## config.mk

```make
export PLATFORM = sky130hd
export DESIGN_NAME = hbridge_deadtime_flat
export DESIGN_NICKNAME = d
export VERILOG_FILES = /design/src/rtl/stepper_pkg.sv /design/src/rtl/hbridge_deadtime_if.sv /design/src/rtl/hbridge_deadtime_leg.sv /design/src/rtl/hbridge_deadtime.sv /design/src/flat_wrapper.sv
export SDC_FILE = /design/constraint.sdc
export NUM_CORES = 1
export LEC_CHECK = 0
export CAP_MARGIN = 5
export CORE_UTILIZATION = 45
export DETAILED_ROUTE_END_ITERATION = 8
export PLACE_DENSITY = 0.75
export SETUP_SLACK_MARGIN = 0.2
export SYNTH_ARGS = -nofsm -noshare
export SYNTH_HDL_FRONTEND = slang
export SYNTH_SLANG_ARGS = --single-unit
```

## constraint.sdc

```tcl
create_clock -name CLOCK_50 -period 1.8 [get_ports CLOCK_50]
set_clock_uncertainty 0.1 [all_clocks]
set_input_delay 0.36 -clock CLOCK_50 [delete_from_list [all_inputs] [get_ports CLOCK_50]]
set_output_delay 0.36 -clock CLOCK_50 [all_outputs]
set_load 0.02 [all_outputs]
```

## src/rtl/stepper_pkg.sv

```systemverilog
// Shared types and sizing helpers for the stepper H-bridge output stage.
package stepper_pkg;

  typedef enum logic [1:0] {
    LEG_OFF,
    LEG_DEAD,
    LEG_ON
  } leg_state_t;

  localparam int DEAD_CYC_DEF = 50;

  // Bits needed to hold 0..n; never narrower than one bit.
  function automatic int cnt_w(input int n);
    return (n < 1) ? 1 : $clog2(n + 1);
  endfunction

endpackage

```

## src/rtl/hbridge_deadtime_if.sv

```systemverilog
// Bundle of the bridge control inputs and gate/status outputs.
interface hbridge_deadtime_if;
  logic       en;
  logic [1:0] phase;
  logic       a_p;
  logic       a_n;
  logic       b_p;
  logic       b_n;
  logic [1:0] settled;
  logic       holding;

  modport master (
    output en, phase,
    input  a_p, a_n, b_p, b_n, settled, holding
  );

  modport slave (
    input  en, phase,
    output a_p, a_n, b_p, b_n, settled, holding
  );
endinterface

```

## src/rtl/hbridge_deadtime_leg.sv

```systemverilog
// One H-bridge leg: OFF/DEAD/ON sequencer producing a complementary p/n pair
// with break-before-make dead time. Outputs are registered.
module hbridge_leg
  import stepper_pkg::*;
#(
  parameter int DEAD_CYC = DEAD_CYC_DEF
) (
  input  logic clk,
  input  logic rst,
  input  logic en,
  input  logic tgt,
  input  logic pwm_gate,
  output logic p,
  output logic n,
  output logic settled
);

  localparam int DEAD_W = cnt_w(DEAD_CYC);
  localparam logic [DEAD_W-1:0] DEAD_LOAD = DEAD_W'(DEAD_CYC - 1);

  leg_state_t        state, state_d;
  logic [DEAD_W-1:0] cnt, cnt_d;
  logic              side, side_d;
  logic              p_d, n_d, settled_d;

  always_comb begin
    // NOTE: every signal assigned here gets a default first, so no path
    // through the case statement can leave one unassigned and infer a latch.
    state_d   = state;
    cnt_d     = cnt;
    side_d    = side;
    p_d       = 1'b0;
    n_d       = 1'b0;
    settled_d = 1'b0;

    if (!en) begin
      state_d = LEG_OFF;
    end else begin
      unique case (state)
        LEG_OFF: begin
          state_d = LEG_DEAD;
          cnt_d   = DEAD_LOAD;
        end
        LEG_DEAD: begin
          // Toggles of tgt are ignored here; the side is sampled only at expiry.
          if (cnt == '0) begin
            state_d = LEG_ON;
            side_d  = tgt;
          end else begin
            cnt_d = cnt - 1'b1;
          end
        end
        LEG_ON: begin
          if (tgt != side) begin
            state_d = LEG_DEAD;
            cnt_d   = DEAD_LOAD;
          end
        end
        default: state_d = LEG_OFF;
      endcase
    end

    // Only one side can be selected, so p and n are mutually exclusive by construction.
    if (state_d == LEG_ON) begin
      settled_d = 1'b1;
      p_d       = side_d & pwm_gate;
      n_d       = ~side_d & pwm_gate;
    end
  end

  always_ff @(posedge clk) begin
    // NOTE: non-blocking assignments in clocked blocks, so every flop samples
    // values from before the edge regardless of statement order.
    if (rst) begin
      state   <= LEG_OFF;
      cnt     <= '0;
      side    <= 1'b0;
      p       <= 1'b0;
      n       <= 1'b0;
      settled <= 1'b0;
    end else begin
      state   <= state_d;
      cnt     <= cnt_d;
      side    <= side_d;
      p       <= p_d;
      n       <= n_d;
      settled <= settled_d;
    end
  end

endmodule

```

## src/rtl/hbridge_deadtime.sv

```systemverilog
// H-bridge gate driver with dead time: input synchronisers, two legs and the
// optional hold-current chopper (enabled by defining HOLD_PWM_EN).
module hbridge_deadtime
  import stepper_pkg::*;
#(
  parameter int DEAD_CYC   = DEAD_CYC_DEF,
  parameter int IDLE_CYC   = 5_000_000,
  parameter int PWM_PERIOD = 1000,
  parameter int HOLD_DUTY  = 300
) (
  input logic               CLOCK_50,
  input logic               RESET,
  hbridge_deadtime_if.slave bus
);

  if (DEAD_CYC < 1 || IDLE_CYC < 1 || PWM_PERIOD < 1 ||
      HOLD_DUTY < 0 || HOLD_DUTY > PWM_PERIOD) begin : g_bad_cfg
    $error("hbridge_deadtime: invalid timing parameters");
  end

  // Two-flop synchronisers for the asynchronous enable and phase inputs.
  logic       en_s1, en_s2;
  logic [1:0] ph_s1, ph_s2;

  always_ff @(posedge CLOCK_50) begin
    if (RESET) begin
      en_s1 <= 1'b0;
      en_s2 <= 1'b0;
      ph_s1 <= 2'b00;
      ph_s2 <= 2'b00;
    end else begin
      en_s1 <= bus.en;
      en_s2 <= en_s1;
      ph_s1 <= bus.phase;
      ph_s2 <= ph_s1;
    end
  end

  logic       pwm_gate;
  logic [1:0] settled_w;
  logic       a_p_w, a_n_w, b_p_w, b_n_w;

`ifdef HOLD_PWM_EN
  localparam int IW = cnt_w(IDLE_CYC);
  localparam int PW = cnt_w(PWM_PERIOD);

  logic [1:0]    ph_q;
  logic [IW-1:0] idle_cnt;
  logic [PW-1:0] pwm_cnt;
  logic          hold_q;
  logic          phase_chg;
  logic          hold_set;

  assign phase_chg = (ph_s2 != ph_q);
  // Same-cycle view as the legs: a phase change or en drop releases hold on the edge the leg leaves ON.
  assign hold_set  = en_s2 && !phase_chg && (&settled_w) && (idle_cnt == IW'(IDLE_CYC));
  assign pwm_gate  = !hold_q || (pwm_cnt < PW'(HOLD_DUTY));

  always_ff @(posedge CLOCK_50) begin
    if (RESET) begin
      ph_q     <= 2'b00;
      idle_cnt <= '0;
      pwm_cnt  <= '0;
      hold_q   <= 1'b0;
    end else begin
      ph_q   <= ph_s2;
      hold_q <= hold_set;

      if (phase_chg)
        idle_cnt <= '0;
      else if (idle_cnt != IW'(IDLE_CYC))
        idle_cnt <= idle_cnt + 1'b1;

      // Restart the chop period on hold entry so the first window is a full on-time.
      if ((hold_set && !hold_q) || pwm_cnt == PW'(PWM_PERIOD - 1))
        pwm_cnt <= '0;
      else
        pwm_cnt <= pwm_cnt + 1'b1;
    end
  end

  assign bus.holding = hold_q;
`else
  assign pwm_gate    = 1'b1;
  assign bus.holding = 1'b0;
`endif

  hbridge_leg #(.DEAD_CYC(DEAD_CYC)) u_leg_a (
    .clk      (CLOCK_50),
    .rst      (RESET),
    .en       (en_s2),
    .tgt      (ph_s2[0]),
    .pwm_gate (pwm_gate),
    .p        (a_p_w),
    .n        (a_n_w),
    .settled  (settled_w[0])
  );

  hbridge_leg #(.DEAD_CYC(DEAD_CYC)) u_leg_b (
    .clk      (CLOCK_50),
    .rst      (RESET),
    .en       (en_s2),
    .tgt      (ph_s2[1]),
    .pwm_gate (pwm_gate),
    .p        (b_p_w),
    .n        (b_n_w),
    .settled  (settled_w[1])
  );

  assign bus.a_p     = a_p_w;
  assign bus.a_n     = a_n_w;
  assign bus.b_p     = b_p_w;
  assign bus.b_n     = b_n_w;
  assign bus.settled = settled_w;

endmodule
```

## src/flat_wrapper.sv

```systemverilog
// flat-port wrapper written by rule: the top's interface ports become plain ports
module hbridge_deadtime_flat import stepper_pkg::*;
#(
  parameter int DEAD_CYC   = DEAD_CYC_DEF,
  parameter int IDLE_CYC   = 5_000_000,
  parameter int PWM_PERIOD = 1000,
  parameter int HOLD_DUTY  = 300
)
  (CLOCK_50, RESET, bus_en, bus_phase, bus_a_p, bus_a_n, bus_b_p, bus_b_n, bus_settled, bus_holding);
  hbridge_deadtime_if bus_i ();
  input logic CLOCK_50;
  input logic RESET;
  input wire logic [$bits(bus_i.en)-1:0] bus_en;
  input wire logic [$bits(bus_i.phase)-1:0] bus_phase;
  output wire logic [$bits(bus_i.a_p)-1:0] bus_a_p;
  output wire logic [$bits(bus_i.a_n)-1:0] bus_a_n;
  output wire logic [$bits(bus_i.b_p)-1:0] bus_b_p;
  output wire logic [$bits(bus_i.b_n)-1:0] bus_b_n;
  output wire logic [$bits(bus_i.settled)-1:0] bus_settled;
  output wire logic [$bits(bus_i.holding)-1:0] bus_holding;
  assign bus_i.en = bus_en;
  assign bus_i.phase = bus_phase;
  assign bus_a_p = bus_i.a_p;
  assign bus_a_n = bus_i.a_n;
  assign bus_b_p = bus_i.b_p;
  assign bus_b_n = bus_i.b_n;
  assign bus_settled = bus_i.settled;
  assign bus_holding = bus_i.holding;
  hbridge_deadtime #(.DEAD_CYC(DEAD_CYC), .IDLE_CYC(IDLE_CYC), .PWM_PERIOD(PWM_PERIOD), .HOLD_DUTY(HOLD_DUTY)) u_core (.CLOCK_50(CLOCK_50), .RESET(RESET), .bus(bus_i));
endmodule
```

==> results of run 1 <==
## layer usage
| layer | vias up | wire, um | track usage | part of all wire |
|---|---|---|---|---|
| met3 | 6 | 94 | 0.0726 | 0.029 |
| met5 | - | 0 | 0 | 0 |
| met4 | 0 | 59 | 0.100 | 0.018 |
| met2 | 18 | 1770 | 0.384 | 0.54 |
| li1 | 546 | - | - | - |
| met1 | 543 | 1370 | 0.239 | 0.42 |
## layout make-up
type | instances | area, sq um
timing repair buffer | 33 | 288
inverter | 6 | 22.5
sequential | 30 | 608
clock buffer | 8 | 78.8
fill | 207 | 895
tap | 31 | 38.8
multi-input combinational | 89 | 803
## layout by cell type, fill, tap and decap left out, types with 5 or more instances in the layout
cell type and instances:
dfxtp_1 24, buf_4 17, nor2b_1 8, a21oi_1 7, nor2_1 6, dlygate4sd2_1 6
buf_6 6, dfxtp_2 6, nand3b_1 5, or3_4 5, clkbuf_4 5
## logic make-up (layout without fill, tap and decap cells)
family | after synthesis | after routing
AO/OA/AOI/OAI | 28 | 28
XOR/XNOR | 4 | 4
adder cells (fa/ha/maj) | 2 | 2
buffers and inverters | 12 | 47
flip-flops | 30 | 30
multiplexers | 5 | 5
other | 1 | 1
AND/OR/NAND/NOR | 49 | 49
## stage by stage
step | area, sq um | power, mW | util | hold slack, ns
after detailed placement | 1490 | 0.870 | 0.544 | 0.320
after floorplan | 1320 | 0.822 | - | 0.314
after global routing | 1840 | 1.48 | 0.673 | 0.369
after global placement | 1490 | 0.861 | 0.544 | 0.318
final | 1840 | 1.42 | 0.673 | 0.340
after CTS | 1750 | 1.40 | 0.639 | 0.341
## worst max-delay path, delay by kind of cell, from the launching register on
family	cells	cell delay [ns]
compound gates	2	0.46
fa+ha+maj	1	0.15
buf+inv	1	0.05
flops	1	0.35
simple gates	2	0.63
## report_power, final
| group | internal, mW | switching [mW] |
|---|---|---|
| sequential | 0.690 | 0.0227 |
| combinational | 0.111 | 0.0976 |
| clock | 0.267 | 0.230 |
## synth_stat cells, drive strengths merged, types with 4 or more instances
master,instances,share of area
nor2b,10,0.049
o21ai,5,0.019
nor2,6,0.018
inv,6,0.018
nand3,4,0.016
nand3b,5,0.029
mux2i,5,0.039
dfxtp,30,0.47
a21oi,9,0.038
or3,6,0.031
## registers in the layout, summed over array words and instances (netlist names), 2 cells and up
| register | cells |
|---|---|
| u_core.ph_s1 | 2 |
| u_core.ph_s2 | 2 |
| u_core.u_leg_a.cnt | 6 |
| u_core.u_leg_a.state | 2 |
| u_core.u_leg_b.cnt | 6 |
| u_core.u_leg_b.state | 2 |
## what timing repair did
action,4_1_cts,5_1_grt
hold buffers,0,0
gates resized for setup,30,15
setup buffers,12,2
pin swaps,14,4
endpoints found under the setup margin,19,13
## path summary, 6_finish.rpt
| check | startpoint | end | slack [ns] |
|---|---|---|---|
| hold / removal | u_core.ph_s1[0]$_SDFF_PP0_ | u_core.ph_s2[0]$_SDFF_PP0_ | 0.34 |
| setup reg to reg | u_core.u_leg_b.cnt[0]$_SDFFE_PP0P_ | u_core.u_leg_b.cnt[1]$_SDFFE_PP0P_ | -0.01 |
| hold reg to reg | u_core.ph_s1[0]$_SDFF_PP0_ | u_core.ph_s2[0]$_SDFF_PP0_ | 0.34 |
| setup / recovery | u_core.u_leg_b.cnt[0]$_SDFFE_PP0P_ | u_core.u_leg_b.cnt[1]$_SDFFE_PP0P_ | -0.01 |
==> results.json, run 1 <==
{
  "cts_buffer_depth": 2,
  "cp.required_ns": 1.96,
  "synth_compound_area_frac": 0.160,
  "worst_pin_slew_ns": 0.534,
  "worstSetupPathType": "flop to flop",
  "grt_max_degree": 11,
  "drive_above_1_share": 0.410,
  "rsz0062_at_grt": "yes",
  "grt_pass1_vias": 1136,
  "status": "finished, violations left",
  "cts_root_buf": "clkbuf_4",
  "drv_slew": 0,
  "final_antenna_net_count": 0,
  "path_clk_slew_ns": 0.10,
  "synth_area_per_cell_sq_um": 9.82,
  "gr-usage-all-layers": 0.220,
  "numCtsBuffers": 5,
  "min_period_ns": 1.81,
  "p_per_area_nw_per_um2": 771,
  "cts_tree": "built",
  "antenna_found_initial": 0,
  "reg2reg_depth": 6,
  "syn2layout_area_growth_pct": 43.0,
  "synth_top_family_by_area": "simple AND/OR/NAND/NOR gates",
  "fin_setup_tns_ns": -0.0113,
  "num_rows": 19,
  "ios": 12,
  "synth-seq-cells": 30,
  "worst_slack_ns": -0.0113,
  "yosys.area_share.adder": 0.0195,
  "fmax_mhz": 552,
  "crit_chain": "inv_2 > ha_4 > nor2b_4 > a211o_1 > or4b_4 > a21oi_2",
  "dpl.cell_count": 175,
  "fin_nets": 172,
  "die_y_um": 55.5,
  "peakVddDrop_uv": 760,
  "initial_core_util": 0.470,
  "viasPerCell": 5.65,
  "drcViolationCount": 0,
  "cts.sinks": 30,
  "crit_fanout": 4,
  "clock_latency_ns": 0.33,
  "min_period_over_period": 1.01,
  "core-area_sq_um": 2730,
  "syn_nets": 138,
  "drtIter0Drc": 23,
  "setup-violations-final": 1,
  "cp.arrival_ns": 1.97,
  "die_w_um": 55.5,
  "synth_xor_area_frac": 0.0272,
  "synth_edf_count": 0,
  "slew_headroom": 0.642,
  "grt_pass1_wl_um": 5190,
  "p_leak_nw": 0.681,
  "drtPass1Iterations": 4,
  "violations": "negative setup slack",
  "synthMuxAreaShare": 0.0389,
  "io_buffers": 10,
  "diodes": 0,
  "syn_inst": 131,
  "maxCapViolations": 0,
  "dpl_worst_slack_ns": -0.0395,
  "wire_per_inst_um": 16.7,
  "whs_path_depth": 1,
  "ys_warn_count": 0,
  "finalHoldViolations": 0,
  "htree_num_levels": 2,
  "dp_hpwl_um": 1990,
  "synth_flop_cell": "dfxtp_1",
  "cp_slowest_cell": "or4b_4",
  "synth-simple-area-share": 0.241,
  "fin_cells": 197,
  "synthesis.area_sq_um": 1290,
  "worstSetupStartpointType": "flop",
  "hold_class": "flop to flop",
  "crit_path_end_kind": "flop",
  "wirelength_um": 3290,
  "ys_seq_area_frac": 0.467,
  "slowest_delay_ns": 0.51,
  "yosys.cell_types.count": 40,
  "dieArea_sq_um": 3080,
  "place.gp.congestion": 0.867,
  "vias": 1113,
  "async_flop_share": 0,
  "grt_overflow": 0
}
(Power assumes the default switching activity.)
==> inputs of run 2 (changes only) <==
--- a/config.mk
+++ b/config.mk
@@ -5,10 +5,11 @@
 export SDC_FILE = /design/constraint.sdc
 export NUM_CORES = 1
 export LEC_CHECK = 0
-export CAP_MARGIN = 5
+export CORE_MARGIN = 4
 export CORE_UTILIZATION = 45
 export DETAILED_ROUTE_END_ITERATION = 8
-export PLACE_DENSITY = 0.75
+export DONT_BUFFER_PORTS = 1
+export PLACE_DENSITY = 0.69
 export SETUP_SLACK_MARGIN = 0.2
 export SYNTH_ARGS = -nofsm -noshare
 export SYNTH_HDL_FRONTEND = slang
==> run 2 against run 1 <==
Effect of this change: the run ends with negative hold slack left; sequential power rose by 0.6%; global-route usage fell by 4.7 points; sequential share of layout area fell by 0.088 points; final cell count fell by 2.0%; combinational power barely moved; setup slack improved by 0.020 ns; register-to-register slack improved by 0.02 ns; die area rose by 23%; worst hold slack got worse by 0.37 ns; first-iteration DRC count rose to 2.7 times the previous value; total power rose by 0.23%; non-clock buffer count fell by 4; critical path type unchanged; critical endpoint unchanged; largest cell class unchanged; highest routed layer unchanged.
==> results.json, run 2 (synthesis gave the netlist of run 1 again) <==
{
  "layout_commonest_cell": "dfxtp_1",
  "grt_max_degree": 22,
  "cts_root_buf": "clkbuf_4",
  "ios": 12,
  "dpl.cell_count": 161,
  "fin_cells": 193,
  "cts.sinks": 30,
  "p_int_mw": 1.07,
  "gr-usage-all-layers": 0.172,
  "wire_per_inst_um": 17.0,
  "initial_core_util": 0.470,
  "final_cell_mix": "dfxtp_1 (24), buf_4 (17), nor2b_1 (9)",
  "violations": "negative hold slack",
  "num_rows": 19,
  "grt_overflow": 0,
  "hold_class": "input pin to flop",
  "reg2reg_depth": 6,
  "crit_chain": "inv_2 > ha_4 > nor2b_4 > a211o_1 > or4b_4 > a21oi_2",
  "die_y_um": 61.5,
  "fin_hold_ws_ns": -0.0341,
  "drv_slew": 0,
  "pwr-share-comb": 0.145,
  "worstSetupPathType": "flop to flop",
  "path_clk_slew_ns": 0.10,
  "drive_above_1_share": 0.438,
  "cp.arrival_ns": 1.96,
  "p_leak_nw": 0.649,
  "rsz0062_at_grt": "yes",
  "crit_path_end_kind": "flop",
  "die_w_um": 61.5,
  "clkPwrFrac": 0.350,
  "dpl_worst_slack_ns": 0.00141,
  "cts_hold_buf": 6,
  "whs_path_depth": 1,
  "io_buffers": 0,
  "worst_slack_ns": 0.00871,
  "final_antenna_net_count": 0,
  "sw_frac_of_total": 0.249,
  "cts_tree": "built",
  "crit_fanout": 3,
  "min_period_ns": 1.79,
  "reg_top3": "u_core.u_leg_a.cnt (6), u_core.u_leg_b.cnt (6)",
  "slowest_delay_ns": 0.50,
  "htree_num_levels": 2,
  "cts_buffer_depth": 2,
  "seq_power_share": 0.504,
  "peakVddDrop_uv": 623,
  "setup-violations-final": 0,
  "numCtsBuffers": 5,
  "reg2reg_slack_ns": 0.009,
  "place.gp.congestion": 0.830,
  "drcViolationCount": 0,
  "antenna_found_initial": 0,
  "finalHoldViolations": 13,
  "grt_pass1_wl_um": 4640,
  "core-area_sq_um": 2730,
  "fmax_mhz": 558,
  "maxCapViolations": 0,
  "cp.required_ns": 1.97,
  "dp_hpwl_um": 1600,
  "grt_pass1_vias": 1058,
  "diodes": 0,
  "status": "finished, violations left",
  "viasPerCell": 5.97,
  "vias": 1152,
  "p_per_area_nw_per_um2": 768,
  "cp_slowest_cell": "or4b_4",
  "drtIter0Drc": 62,
  "fin_nets": 168,
  "drtPass1Iterations": 4,
  "worstSetupStartpointType": "flop",
  "dieArea_sq_um": 3780,
  "p_sw_uw": 354,
  "syn2layout_area_growth_pct": 44.0,
  "min_period_over_period": 0.995,
  "wirelength_um": 3280,
  "clock_latency_ns": 0.33
}
==> run 2: worst max-delay path, delay by kind of cell (launching register included) <==
kind            cells  cell delay (ns)
buf+inv             1             0.05
flops               1             0.34
simple gates        2             0.63
fa+ha+maj           1             0.15
compound gates      2             0.46
==> run 2: per-stage QoR <==
stage | setup TNS [ns] | cell area [sq um] | power, mW | utilization
2_1_floorplan | 0 | 1320 | 0.822 | -
3_5_place_dp | 0 | 1360 | 0.841 | 0.497
6_report | 0 | 1850 | 1.42 | 0.677
4_1_cts | 0 | 1660 | 1.37 | 0.608
3_3_place_gp | 0 | 1360 | 0.837 | 0.497
5_1_grt | -0.0918 | 1850 | 1.48 | 0.677
==> run 2: final cells by class <==
class | count | area (sq um)
sequential | 30 | 611
timing repair buffer | 29 | 255
multi-input combinational | 89 | 846
tap | 31 | 38.8
fill | 189 | 882
clock buffer | 8 | 78.8
inverter | 6 | 22.5
==> run 2: path summary, 6_finish.rpt <==
check,from,endpoint
worst min-delay path,RESET,u_core.u_leg_b.cnt[1]$_SDFFE_PP0P_
worst min register to register,u_core.u_leg_b.cnt[3]$_SDFFE_PP0P_,u_core.u_leg_b.cnt[3]$_SDFFE_PP0P_
worst max-delay path,u_core.u_leg_b.cnt[0]$_SDFFE_PP0P_,u_core.u_leg_b.cnt[1]$_SDFFE_PP0P_
worst max register to register,u_core.u_leg_b.cnt[0]$_SDFFE_PP0P_,u_core.u_leg_b.cnt[1]$_SDFFE_PP0P_
==> run 2: timing repair <==
action                                  CTS  global route
endpoints found under the hold margin    19            13
endpoints found under the setup margin   12            19
resized for setup                        18            27
buffers inserted                         12             6
pin swaps                                15            10
==> run 2: layer usage <==
metal | vias up | part of all wire | GRT usage
met5 | - | 0 | 0
met4 | 0 | 0.011 | 0.0788
met3 | 6 | 0.057 | 0.0860
met2 | 38 | 0.50 | 0.279
met1 | 570 | 0.43 | 0.189
li1 | 538 | - | -
==> run 2: power groups by stage <==
stage / clock network (mW) / registers (mW) / logic, mW
6_report: 0.498 / 0.717 / 0.207
2_1_floorplan: 0 / 0.723 / 0.0992
4_1_cts: 0.498 / 0.712 / 0.159
3_3_place_gp: 0 / 0.726 / 0.111
3_5_place_dp: 0 / 0.727 / 0.115
5_1_grt: 0.540 / 0.720 / 0.223
